**config.mk**
```make
export PLATFORM = sky130hd
export DESIGN_NAME = audio_decimator
export DESIGN_NICKNAME = d
export VERILOG_FILES = /design/src/rtl/audio_decimator.sv
export SDC_FILE = /design/constraint.sdc
export NUM_CORES = 1
export LEC_CHECK = 0
export CAP_MARGIN = 20
export CELL_PAD_IN_SITES_DETAIL_PLACEMENT = 1
export CELL_PAD_IN_SITES_GLOBAL_PLACEMENT = 1
export CORE_MARGIN = 1
export CORE_UTILIZATION = 39
export DETAILED_ROUTE_END_ITERATION = 8
export GPL_TIMING_DRIVEN = 0
export PLACE_DENSITY_LB_ADDON = 0.1
export SYNTH_ARGS = -nofsm -noshare
export SYNTH_HDL_FRONTEND = slang
export SYNTH_SLANG_ARGS = --single-unit
```
**constraint.sdc**
```tcl
create_clock -name clk -period 3.4 [get_ports clk]
set_clock_uncertainty 0.2 [all_clocks]
set_input_delay 0.34 -clock clk [delete_from_list [all_inputs] [get_ports clk]]
set_output_delay 0.34 -clock clk [all_outputs]
set_load 0.05 [all_outputs]
```
**src/rtl/audio_decimator.sv**
```systemverilog
// Decimating boxcar filter: each output sample is the mean of 2**LOG2_RATIO input samples.
// Define AUDIO_DECIMATOR_ROUND_EN to round half up instead of truncating toward -inf.
module audio_decimator #(
    parameter int SAMPLE_SIZE = 16,
    parameter int LOG2_RATIO  = 2
) (
    input  logic                          clk,
    input  logic                          reset_n,
    input  logic                          s_tvalid,
    input  logic signed [SAMPLE_SIZE-1:0] s_tdata,
    output logic                          s_tready,
    output logic                          m_tvalid,
    output logic signed [SAMPLE_SIZE-1:0] m_tdata,
    input  logic                          m_tready
);

    localparam int ACC_W = SAMPLE_SIZE + LOG2_RATIO;

    logic signed [ACC_W-1:0]      acc;
    logic signed [ACC_W-1:0]      sample_ext;
    logic signed [ACC_W-1:0]      sum;
    logic signed [ACC_W-1:0]      total;
    logic        [LOG2_RATIO-1:0] phase;
    logic                         in_fire;
    logic                         out_fire;
    logic                         last_phase;

    // A new sample may enter whenever the output register is empty or draining this cycle.
    assign s_tready   = !m_tvalid || m_tready;
    assign in_fire    = s_tvalid && s_tready;
    assign out_fire   = m_tvalid && m_tready;
    assign last_phase = &phase;

    assign sample_ext = {{LOG2_RATIO{s_tdata[SAMPLE_SIZE-1]}}, s_tdata};
    assign sum        = acc + sample_ext;

`ifdef AUDIO_DECIMATOR_ROUND_EN
    localparam logic signed [ACC_W-1:0] ROUND_BIAS = ACC_W'(1) << (LOG2_RATIO - 1);
    assign total = sum + ROUND_BIAS;
`else
    assign total = sum;
`endif

    // The arithmetic shift by LOG2_RATIO is just the top SAMPLE_SIZE bits of the sum.
    always_ff @(posedge clk) begin
        if (!reset_n) begin
            acc      <= '0;
            phase    <= '0;
            m_tvalid <= 1'b0;
            m_tdata  <= '0;
        end else begin
            if (out_fire) begin
                m_tvalid <= 1'b0;
            end
            if (in_fire) begin
                if (last_phase) begin
                    m_tdata  <= total[ACC_W-1:LOG2_RATIO];
                    m_tvalid <= 1'b1;
                    acc      <= '0;
                    phase    <= '0;
                end else begin
                    acc      <= sum;
                    phase    <= phase + LOG2_RATIO'(1);
                end
            end
        end
    end

endmodule

```
======== Yosys cells after proc, flatten, opt, wreduce, memory -nomap -nowiden ========
Cells that the tools add are included.
storage, ports and cells
  bits of input ports ..................... 20
  word-level logic and storage cells ...... 17
  memories kept ........................... 0
  ROM bits ................................ 0
  output and inout bits ................... 18
  bits in registers ....................... 37
  bits in latches ......................... 0
  RAM bits ................................ 0
operators by class
  shift operators ......................... 0
  bitwise operators ....................... 0
  div/mod/pow operators ................... 0
  mux-type cells .......................... 5
  equality and inequality tests ........... 0
  order comparisons ....................... 0
  add/subtract/negate cells ............... 2
  reductions and logical operators ........ 6
  multiply operators ...................... 0
operators by type and width
  operator                                      count
  adder 18 x 16 -> 18 bit                       1
  2-to-1 mux 18 bit                             1
  2-to-1 mux 1 bit                              3
  AND reduction 3 bit                           1
  adder 2 x 1 -> 2 bit (second input constant)  1
  logical AND 1 bit                             2
  2-to-1 mux 2 bit                              1
  AND reduction 2 bit                           1
  logical NOT 1 bit                             1
  logical OR 1 bit                              1

======== Depth between registers and ports, before layout ========
  word-level depth ........................ 4
  gate-level depth with buffers ........... 9
  mapped depth without buffers ............ 9

======== Least setup slack after synthesis ========
No wires, ideal clock.
  path type ............................... input to register
  from .................................... input port s_tdata[0]
  to ...................................... register acc[16]
  stages on the path ...................... 9
  required time ........................... 3.083 ns
  buffers on the path ..................... 0
  arrival ................................. 2.451 ns
  path slack .............................. 0.632 ns
  path through ............................ ha_1 > fa_1 > a211oi_1 > nor2_1 > o31a_1 > a311o_1 > a311oi_2 > mux2i_1 > nand2_1
between the ends
  longest elaborated chain between the ends .. 2
ends and longest elaborated chain
  what                     RTL line  source
  from (decl)              10        input logic signed [SAMPLE_SIZE-1:0] s_tdata,
  adder 18 x 16 -> 18 bit  35        assign sum = acc + sample_ext;
  2-to-1 mux 18 bit        56        if (last_phase) begin
  to (signal assigned)     62        acc <= sum;
  to (decl)                19        logic signed [ACC_W-1:0] acc;
Every way passes these cells.
A chain may end at the register's enable or synchronous reset.

======== Worst setup path after layout ========
Ends and elaborated chain as after synthesis.

==> reports/results.ini <==
[yosys]
avgSynthCellArea_um2=8.55
synth_edf_count=0
synthArstFlopShare_pct=0
ys_seq_area_share_pct=33.5
yosys_warnings=0
syn_nets=298
synth_top_area_share_pct=33.5
ys_top_cells_by_area=dfxtp_1 33%, ha_1 10%, nand2_1 4.4%
synthCells=259
ys_seq_elements=37
yosys.area.top_type=dfxtp_1
synth.distinct_cells=49
syn_area_mm2=0.00221
synth-main-ff-cell=dfxtp_1

[die]
placementRows=27
start_util_pct=40.4
die_h_um=77.3
die_x_um=77.3
fp.dieArea_mm2=0.00598
core_mm2=0.00547
io_pins=38

[clocking]
clk_pin_slew_ns=0.08
cts_tree=yes
clockBufferDepth=2
numCtsBuffers=5
cts_max_level=2
cts_resized=0
clk_latency_ns=0.29
holdBufCountCts=0
cts-root-buf=clkbuf_8
postCtsSetupBuffers=0
cts.sinks=37

[setup_path]
cp.arrival_ns=3.16
worstSetupEndpointType=flop
crit_slowest_cell=fa_1
reg2reg_depth=9
rrSetupSlack_ns=0.39
critPathKind=in -> reg
crit_fanout=4
cpLargestDelayFamily=compound AO/OA/AOI/OAI gates
worst-path-buf-inv=1
start_kind=input port
critical_path_depth=10
worstPathRequired_ns=3.39
crit_chain=clkdlybuf4s50_1, ha_1, fa_1, a211oi_1, nor2_1, o31a_1, a311o_1, a311oi_2, mux2i_1, nand2_1
max_stage_delay_ns=0.44

[placed_design]
io_buffers=37
dp_cells=368
dp_hpwl_mm=4.87
placed_area_mm2=0.00267
place.gp.congestion=0.832

[layout]
post-route-util_pct=51.0
seqCellArea_um2=741
multi_input_area_mm2=0.00139
area_delta_synth_final_pct=26.1
finalInstanceArea_mm2=0.00279
fillCellCount=644
num_antenna_cells=0
final_nets=342
fin_cells=376
drive_gt1_share_pct=5.92

[power_and_ir_drop]
clkPwrFrac_pct=30.6
seqPwrFrac_pct=37.4
p_sw_uw=428
leakage_nw=1.13
internal_power_uw=888
p_comb_share_pct=32.0
p_per_area_mw_per_mm2=472
vdd_drop_max_uv=246
power_switching_share_pct=32.5

[min_path]
hold_depth=2
min_path_type=reg -> reg

[detailed_routing]
route.detailed.drc=0
via_per_inst=5.60
num_vias=2105
wire_per_inst_um=17.0
totalWireLength_mm=6.40
postRouteAntennaNets=0
drt-pass1-iter-count=4
drt_iter0_drc=115

[flow_run]
cap_viol_max_count=0

[timing]
finalCritPeriodShare_pct=93.2
period_needed_ns=3.17
worst_pin_slew_ns=0.609
fmax_mhz=316
max_slew_margin_pct=59.4
rsz0062_at_grt=no
finalSetupViolations=0
hold_violations=0
maxSlewViolCount=0
timing.hold.ws_ns=0.257

[grt]
antenna_found_initial=0
grt_max_degree=12
grt_usage_pct=23.2
grt_pass1_wl_mm=10.8
grt_pass1_vias=2134
grt_overflow=0

[status]
outcome=completed

## placed cells by master (no fill, tap or decap), drive strengths merged, types with 6 or more instances in the layout
| master | count |
|---|---|
| a21o | 8 |
| nand3 | 16 |
| ha | 18 |
| nor2 | 24 |
| xnor2 | 6 |
| and2 | 6 |
| nand2 | 26 |
| a21oi | 20 |
| clkbuf | 17 |
| clkdlybuf4s50 | 37 |
| o21ai | 17 |
| dfxtp | 37 |
## state kept, by name, indices dropped and copies added (netlist names)
signal	count
acc	18
m_tdata	16
m_tvalid	1
phase	2
## metal layers
| layer | vias to the layer above | wire length [um] | GRT usage [%] |
|---|---|---|---|
| li1 | 1042 | - | - |
| met1 | 1020 | 3080 | 30.2 |
| met2 | 33 | 3000 | 37.8 |
| met3 | 10 | 198 | 4.47 |
| met4 | 0 | 123 | 8.68 |
| met5 | - | 0 | 0 |
## cells by family (layout without fill, tap and decap cells)
kind of cell | count (synthesis) | after routing | synth area share (%)
AO/OA/AOI/OAI | 78 | 78 | 24.8
adder cells (fa/ha/maj) | 19 | 19 | 11.1
XOR/XNOR | 11 | 11 | 4.35
multiplexers | 3 | 3 | 1.36
buffers and inverters | 16 | 61 | 3.96
AND/OR/NAND/NOR | 95 | 95 | 21.0
flip-flops | 37 | 37 | 33.5
## power by group through the flow
stage,clock network [mW],registers [mW],logic [mW]
final,0.402,0.492,0.421
after global routing,0.433,0.497,0.468
after CTS,0.417,0.492,0.422
after detailed placement,0,0.502,0.419
after global placement,0,0.500,0.410
after floorplan,0,0.501,0.301
## Yosys cell counts (3+ instances only)
library cell,instances
dfxtp_1,37
nand2_1,26
nor2_1,24
a21oi_1,19
ha_1,18
nand3_1,15
o21ai_0,15
a21o_1,8
clkbuf_1,8
xnor2_1,6
a22oi_1,5
and2_1,5
xor2_1,5
a211oi_1,4
a31oi_1,4
nand4_1,4
o21a_1,4
o41ai_1,4
and3_1,3
mux2i_1,3
nor3_1,3
or4_1,3
## worst reg2reg max path, stage by stage (launching register included)
cell and delay [ns]:
dfxtp_1 0.32, ha_1 0.20, fa_1 0.44, a211oi_1 0.28
nor2_1 0.11, o31a_1 0.31, a311o_1 0.36, a311oi_2 0.37
mux2i_1 0.25, nand2_1 0.07
## stage by stage
stage	worst slack (ns)	power, mW	setup TNS (ns)
after detailed placement	-0.0435	0.921	-0.0694
after global placement	-0.0347	0.910	-0.0347
after floorplan	0.632	0.802	0
after global routing	0.115	1.40	0
after CTS	0.275	1.33	0
final	0.232	1.32	0
## area by class of cell
type / instances / share of cell area (%)
clock buffers: 7 / 3.09
clock inverters: 1 / 1.08
plain buffers: 13 / 2.74
multi-input cells: 206 / 49.6
flip-flops and latches: 37 / 26.5
well taps: 72 / 3.23
repair buffers: 37 / 13.3
inverters: 3 / 0.404
## worst paths after layout
| path | from | endpoint |
|---|---|---|
| min | m_tdata[3]$_SDFFE_PN0P_ | m_tdata[3]$_SDFFE_PN0P_ |
| max reg2reg | acc[0]$_SDFFE_PN0P_ | acc[16]$_SDFFE_PN0P_ |
| min reg2reg | m_tdata[3]$_SDFFE_PN0P_ | m_tdata[3]$_SDFFE_PN0P_ |
| max | s_tdata[0] | acc[16]$_SDFFE_PN0P_ |
No activity file was read; power rests on OpenSTA's default activity.
